`src/rtl/request_conditioner_if.sv`:
```
// Bundle of raw sensor inputs, service feedback and conditioned request
// outputs exchanged between the intersection front end and the request
// conditioner. Clock and reset stay as plain ports on the modules.
interface request_conditioner_if;
  // Raw, asynchronous inputs
  logic       ped_button;
  logic       up_sensor;
  logic       down_sensor;
  logic       turn_sensor;
  // Service feedback from the intersection controller
  logic       pedestrian_green;
  logic       up_green;
  logic       down_green;
  logic       turn_green;
  // Conditioned requests
  logic       pedestrian_req;
  logic       up_req;
  logic       down_req;
  logic       turn_req;
  logic [3:0] req_urgent;

  // Side that drives sensors/greens and consumes requests
  modport master (
    output ped_button, up_sensor, down_sensor, turn_sensor,
    output pedestrian_green, up_green, down_green, turn_green,
    input  pedestrian_req, up_req, down_req, turn_req, req_urgent
  );

  // The conditioner itself
  modport slave (
    input  ped_button, up_sensor, down_sensor, turn_sensor,
    input  pedestrian_green, up_green, down_green, turn_green,
    output pedestrian_req, up_req, down_req, turn_req, req_urgent
  );
endinterface

```
`src/rtl/request_conditioner.sv`:
```
// Request conditioner: synchronises and debounces four raw sensor inputs,
// turns them into sticky service requests that hold until the matching
// green is granted, ages pending requests and flags starvation.
// Channel index: [0]=pedestrian [1]=up [2]=down [3]=turn.
module request_conditioner #(
  parameter int          DEBOUNCE_CYCLES = 4,
  parameter int          MAX_WAIT        = 255,
  parameter int          WAIT_W          = 8,
  parameter logic [3:0]  LEVEL_MASK      = 4'b1110
) (
  input  logic                 clock,
  input  logic                 reset,
  request_conditioner_if.slave bus
);

  localparam int NCH   = 4;
  // A single-cycle debounce still needs a one-bit counter to stay legal.
  localparam int CNT_W = (DEBOUNCE_CYCLES > 1) ? $clog2(DEBOUNCE_CYCLES) : 1;

  localparam logic [CNT_W-1:0]  CNT_LAST = CNT_W'(DEBOUNCE_CYCLES - 1);
  localparam logic [CNT_W-1:0]  CNT_ONE  = CNT_W'(1);
  localparam logic [WAIT_W-1:0] AGE_MAX  = WAIT_W'(MAX_WAIT);
  localparam logic [WAIT_W-1:0] AGE_ONE  = WAIT_W'(1);

  // Channel-vector views of the interface
  logic [NCH-1:0] raw;
  logic [NCH-1:0] green;

  assign raw   = {bus.turn_sensor, bus.down_sensor, bus.up_sensor, bus.ped_button};
  assign green = {bus.turn_green, bus.down_green, bus.up_green, bus.pedestrian_green};

  // State
  logic [NCH-1:0]    s1_q, s2_q;
  logic [NCH-1:0]    deb_q, deb_d;
  logic [NCH-1:0]    deb_prev_q;
  logic [CNT_W-1:0]  cnt_q [NCH];
  logic [CNT_W-1:0]  cnt_d [NCH];
  logic [NCH-1:0]    req_q, req_d;
  logic [WAIT_W-1:0] age_q [NCH];
  logic [WAIT_W-1:0] age_d [NCH];
  logic [NCH-1:0]    set_w;

  // Two-flop synchroniser plus the previous debounced level for edge detect
  always_ff @(posedge clock or negedge reset) begin
    if (!reset) begin
      s1_q       <= '0;
      s2_q       <= '0;
      deb_prev_q <= '0;
    end else begin
      // NOTE: state uses non-blocking assignments so every flop samples the
      // pre-edge value of its source, which is what makes s1->s2 a real chain.
      s1_q       <= raw;
      s2_q       <= s1_q;
      deb_prev_q <= deb_q;
    end
  end

  // Next-state for debounce, request and wait-age per channel
  always_comb begin
    // NOTE: every combinational output is given a default before any branch,
    // so no path leaves a value unassigned and no latch is inferred.
    deb_d = deb_q;
    req_d = req_q;
    set_w = '0;
    for (int i = 0; i < NCH; i++) begin
      cnt_d[i] = cnt_q[i];
      age_d[i] = age_q[i];
    end

    for (int i = 0; i < NCH; i++) begin
      // Debounce: a new level must persist DEBOUNCE_CYCLES synced samples.
      if (s2_q[i] == deb_q[i]) begin
        cnt_d[i] = '0;
      end else if (cnt_q[i] == CNT_LAST) begin
        deb_d[i] = s2_q[i];
        cnt_d[i] = '0;
      end else begin
        cnt_d[i] = cnt_q[i] + CNT_ONE;
      end

      // Loops request while occupied; buttons request once per press.
      if (LEVEL_MASK[i]) set_w[i] = deb_q[i];
      else               set_w[i] = deb_q[i] & ~deb_prev_q[i];

      // Green grant clears and wins over a simultaneous set.
      if (green[i])      req_d[i] = 1'b0;
      else if (set_w[i]) req_d[i] = 1'b1;

      // Wait age counts only while a request is pending and unserved.
      if (!req_q[i] || green[i])  age_d[i] = '0;
      else if (age_q[i] != AGE_MAX) age_d[i] = age_q[i] + AGE_ONE;
    end
  end

  // Debounce, request and wait-age registers
  always_ff @(posedge clock or negedge reset) begin
    if (!reset) begin
      deb_q <= '0;
      req_q <= '0;
      // NOTE: the per-channel counter arrays are control state, not storage,
      // so they are cleared by reset like any other flop.
      for (int i = 0; i < NCH; i++) begin
        cnt_q[i] <= '0;
        age_q[i] <= '0;
      end
    end else begin
      deb_q <= deb_d;
      req_q <= req_d;
      for (int i = 0; i < NCH; i++) begin
        cnt_q[i] <= cnt_d[i];
        age_q[i] <= age_d[i];
      end
    end
  end

  // Outputs are driven purely from flops
  always_comb begin
    bus.pedestrian_req = req_q[0];
    bus.up_req         = req_q[1];
    bus.down_req       = req_q[2];
    bus.turn_req       = req_q[3];
    for (int i = 0; i < NCH; i++) begin
      bus.req_urgent[i] = req_q[i] && (age_q[i] == AGE_MAX);
    end
  end

endmodule

```
`src/flat_wrapper.sv`:
```
// flat-port wrapper written by rule: the top's interface ports become plain ports
module request_conditioner_flat 
#(
  parameter int          DEBOUNCE_CYCLES = 4,
  parameter int          MAX_WAIT        = 255,
  parameter int          WAIT_W          = 8,
  parameter logic [3:0]  LEVEL_MASK      = 4'b1110
)
  (clock, reset, bus_ped_button, bus_up_sensor, bus_down_sensor, bus_turn_sensor, bus_pedestrian_green, bus_up_green, bus_down_green, bus_turn_green, bus_pedestrian_req, bus_up_req, bus_down_req, bus_turn_req, bus_req_urgent);
  request_conditioner_if bus_i ();
  input  logic clock;
  input  logic reset;
  input wire logic [$bits(bus_i.ped_button)-1:0] bus_ped_button;
  input wire logic [$bits(bus_i.up_sensor)-1:0] bus_up_sensor;
  input wire logic [$bits(bus_i.down_sensor)-1:0] bus_down_sensor;
  input wire logic [$bits(bus_i.turn_sensor)-1:0] bus_turn_sensor;
  input wire logic [$bits(bus_i.pedestrian_green)-1:0] bus_pedestrian_green;
  input wire logic [$bits(bus_i.up_green)-1:0] bus_up_green;
  input wire logic [$bits(bus_i.down_green)-1:0] bus_down_green;
  input wire logic [$bits(bus_i.turn_green)-1:0] bus_turn_green;
  output wire logic [$bits(bus_i.pedestrian_req)-1:0] bus_pedestrian_req;
  output wire logic [$bits(bus_i.up_req)-1:0] bus_up_req;
  output wire logic [$bits(bus_i.down_req)-1:0] bus_down_req;
  output wire logic [$bits(bus_i.turn_req)-1:0] bus_turn_req;
  output wire logic [$bits(bus_i.req_urgent)-1:0] bus_req_urgent;
  assign bus_i.ped_button = bus_ped_button;
  assign bus_i.up_sensor = bus_up_sensor;
  assign bus_i.down_sensor = bus_down_sensor;
  assign bus_i.turn_sensor = bus_turn_sensor;
  assign bus_i.pedestrian_green = bus_pedestrian_green;
  assign bus_i.up_green = bus_up_green;
  assign bus_i.down_green = bus_down_green;
  assign bus_i.turn_green = bus_turn_green;
  assign bus_pedestrian_req = bus_i.pedestrian_req;
  assign bus_up_req = bus_i.up_req;
  assign bus_down_req = bus_i.down_req;
  assign bus_turn_req = bus_i.turn_req;
  assign bus_req_urgent = bus_i.req_urgent;
  request_conditioner #(.DEBOUNCE_CYCLES(DEBOUNCE_CYCLES), .MAX_WAIT(MAX_WAIT), .WAIT_W(WAIT_W), .LEVEL_MASK(LEVEL_MASK)) u_core (.clock(clock), .reset(reset), .bus(bus_i));
endmodule
```
`config.mk`:
```
export PLATFORM = sky130hd
export DESIGN_NAME = request_conditioner_flat
export DESIGN_NICKNAME = d
export VERILOG_FILES = /design/src/rtl/request_conditioner_if.sv /design/src/rtl/request_conditioner.sv /design/src/flat_wrapper.sv
export SDC_FILE = /design/constraint.sdc
export NUM_CORES = 1
export LEC_CHECK = 0
export CAP_MARGIN = 20
export CORE_ASPECT_RATIO = 1.2
export CORE_UTILIZATION = 52
export CTS_CLUSTER_DIAMETER = 120
export DETAILED_ROUTE_END_ITERATION = 7
export PLACE_DENSITY = 0.82
export SYNTH_ARGS = -nofsm -noshare
export SYNTH_HDL_FRONTEND = slang
export SYNTH_SLANG_ARGS = --single-unit
```
`constraint.sdc`:
```
create_clock -name clock -period 1.4 [get_ports clock]
set_clock_uncertainty 0.05 [all_clocks]
set_input_delay 0.14 -clock clock [delete_from_list [all_inputs] [get_ports clock]]
set_output_delay 0.14 -clock clock [all_outputs]
set_load 0.01 [all_outputs]
```
==> flow_summary.yaml, run 1 <==
status:
  status: "finished, violations left"
  violations: "setup timing"
setup_path:
  end_kind: "primary output"
  path_class: "register to primary output"
  start_kind: "register"
  max_stage_delay_ns: 0.38
  cp.arrival_ns: 1.34
  cp.required_ns: 1.21
  worstPathMaxFanout: 2
  cp_cell_sequence: "ha_2 -> and4_1 -> and3_1 -> buf_2"
  cp_slowest_cell: "dfrtp_1"
timing:
  maxSlewHeadroom_pct: 77.20
  max_slew.worst_pin.slew_ns: 0.3412
  slew_violations: 0
  setup_viol: 5
  rsz0062_at_grt: "true"
  fmax_ghz: 0.6516
  finalHoldViolations: 0
  hold_ws_ns: 0.2012
  worst_slack_ns: -0.1347
  post-route-period-util_pct: 109.6
  period_minus_slack_ns: 1.535
clock_network:
  cts_made_buffers: 9
  h-tree-depth: 3
  clk_pin_slew_worst_paths_ns: 0.05
  clockRootBuffer: "clkbuf_8"
  clk_path_buf_depth: 2
  cts_tree: "built"
  clock-sinks: 57
  clk_latency_ns: 0.33
finish:
  diodes: 0
  nets: 325
  layout.cells.non_filler: 368
  drive_above_1_share_pct: 32.26
  n_fill_cell: 313
  syn2layout_area_growth_pct: 33.98
floorplanning:
  start_util_pct: 54.97
  coreArea_sq_mm: 0.004662
  fp.dieW_microns: 66.08
  pin_count: 18
  die_h_microns: 78.90
  std_cell_rows: 27
  dieArea_sq_mm: 0.005213
synth:
  yosysTopAreaCell: "dfrtp_1"
  netlist_area_sq_mm: 0.002562
  ys_seq_elements: 57
  synth_edf_count: 0
  synthAdderAreaFrac_pct: 3.906
  async_flop_share_pct: 100.0
  ys_top_cells_by_area: "dfrtp_1, a31oi_1, ha_1"
  synth_top_family_by_area: "simple AND/OR/NAND/NOR gates"
  synthSimpleGateAreaFrac_pct: 20.80
  synth_cells: 230
  post-synth-top-area-fraction_pct: 55.66
  syn-num-nets: 248
  ys_seq_area_share_pct: 55.66
  synthMuxAreaShare_pct: 2.148
  ys_warn_count: 0
  synth-xor-area-share_pct: 1.367
  synth_cell_type_count: 38
  avgSynthCellArea_sq_um: 11.14
  synth_compound_area_share_pct: 14.45
  ys.flop_type: "dfrtp_1"
placed_design:
  dp_slack_ns: -0.2030
  routabilityCongestion: 0.8281
  place_inst: 348
  io_buffers: 17
  dp_hpwl_microns: 3917
pwr:
  vdd_drop_max_uv: 866.0
  powerDensity_mw_per_mm2: 1185
  power_mw: 4.068
  p_leak_nw: 1.567
drt:
  wire_per_inst_microns: 15.80
  via_per_inst: 5.959
  totalWireLength_microns: 5813
  drc: 0
  drtIter0Drc: 153
  firstDrtPassIters: 4
  antenna_left: 0
  vias: 2193
min_path:
  hold_path_class: "input port to register"
job:
  max_cap_violations: 0
global_route:
  track_usage_pct: 25.24
  grt_pass1_wl_microns: 9673
  gr-total-overflow: 0
  grt_max_degree: 58
  grt_antenna_before_repair: 0
  grt_pass1_vias: 2191
synthesized netlist by cell type (2+ instances only):
master,number
a21boi_0,2
nor3_1,19
and4_1,4
nand3_1,12
a21boi_1,2
buf_4,3
nand2_1,11
a211oi_1,4
a31oi_1,17
ha_1,8
nand2b_1,4
nor2_1,9
o21ai_0,13
and3_1,13
a211oi_2,2
a21oi_1,9
xnor2_1,4
nand4_1,7
dfrtp_1,57
and4_4,2
nor2b_1,8
mux2_2,4
per-stage QoR:
step	area (sq um)	setup TNS [ns]	utilization, %
after CTS	3341	-0.4853	71.66
final	3433	-0.5175	73.64
after global routing	3433	-0.7887	73.64
after floorplan	2562	0	-
after detailed placement	3134	-0.7003	67.23
after global placement	3134	-0.6364	67.23
worst paths after layout:
path                                               from                            to  slack (ns)  depth (start not counted)
min in group asynchronous                         reset  u_core.age_q[21]$_DFFE_PN0P_        0.28                          3
setup reg to reg            u_core.age_q[0]$_DFFE_PN0P_   u_core.age_q[5]$_DFFE_PN0P_       -0.06                          6
hold reg to reg                u_core.s1_q[2]$_DFF_PN0_      u_core.s2_q[2]$_DFF_PN0_        0.30                          0
hold / removal                          bus_turn_sensor      u_core.s1_q[3]$_DFF_PN0_        0.20                          1
setup / recovery           u_core.age_q[25]$_DFFE_PN0P_             bus_req_urgent[0]       -0.13                          4
max in group asynchronous                         reset  u_core.age_q[25]$_DFFE_PN0P_        0.77                          3
cells in the final DEF, fill, tap and decap left out, types with 3 or more instances in the layout:
master,n
ha_1,4
nor3_2,4
clkdlybuf4s50_1,8
buf_2,3
mux2_2,4
clkbuf_8,11
and3_4,4
nand4_1,7
o21ai_0,13
buf_4,52
nor3_1,16
ha_2,4
nand2_1,11
a21oi_1,9
xnor2_1,4
and4_1,4
nand3_1,10
dfrtp_1,57
nand2b_1,4
nor2b_1,8
and3_1,9
a211oi_2,5
a31oi_1,16
clkbuf_1,3
nor2_1,9
dlygate4sd2_1,4
worst max-delay path: cells and delay by family (launching register included):
family,cells,cell delay (ns)
flip-flops,1,0.38
buffers and inverters,1,0.13
AND/OR/NAND/NOR,2,0.32
adder cells (fa/ha/maj),1,0.19
layer usage:
layer | routed length, microns | up-vias | GRT usage (%)
met2 | 3051 | 57 | 42.14
met3 | 206 | 16 | 5.316
met5 | 0 | - | 0
li1 | - | 1030 | -
met1 | 2386 | 1090 | 29.24
met4 | 169 | 0 | 15.32
state kept, by name (all words and copies together) (netlist names):
| register | flops |
|---|---|
| u_core.age_q | 32 |
| u_core.cnt_q | 8 |
| u_core.deb_prev_q | 1 |
| u_core.deb_q | 4 |
| u_core.req_q | 4 |
| u_core.s1_q | 4 |
| u_core.s2_q | 4 |
kinds of logic after synthesis:
logic type / after synthesis
xor gates and xnor gates: 4
adders and majority gates: 8
DFF: 57
AOI/OAI and AO/OA: 56
buffers and inverters: 6
muxes: 5
and+or+nand+nor: 94
where the power goes:
group | internal (mW) | switching [mW] | total (mW)
combinational | 0.373 | 0.344 | 0.717
clock | 0.721 | 0.568 | 1.29
sequential | 1.89 | 0.174 | 2.06
final cells by class:
| cell class | count | area (sq um) | share of cell area, % |
|---|---|---|---|
| multi-input cells | 167 | 1195 | 34.80 |
| inverters | 1 | 3.754 | 0.1093 |
| clock buffers | 14 | 162.7 | 4.738 |
| flip-flops and latches | 57 | 1426 | 41.55 |
| well taps | 58 | 72.57 | 2.114 |
| repair buffers | 71 | 573.1 | 16.69 |
timing repair:
item                                    in CTS  in global routing
pin swaps                                   10                  6
gates resized for setup                     29                 14
endpoints found under the setup margin      11                 14
endpoints found under the hold margin       57                  0
hold buffers                                 1                  0
setup buffers                                3                  2
Power figures use the tool's default switching activity.
==> run 2, diff against run 1 <==
--- a/config.mk
+++ b/config.mk
@@ -11,6 +11,7 @@
 export CTS_CLUSTER_DIAMETER = 120
 export DETAILED_ROUTE_END_ITERATION = 7
 export PLACE_DENSITY = 0.82
+export SLEW_MARGIN = 5
 export SYNTH_ARGS = -nofsm -noshare
 export SYNTH_HDL_FRONTEND = slang
 export SYNTH_SLANG_ARGS = --single-unit
==> results of run 2 <==
Same layout as run 1: the final DEF is identical, and so are final timing and power.
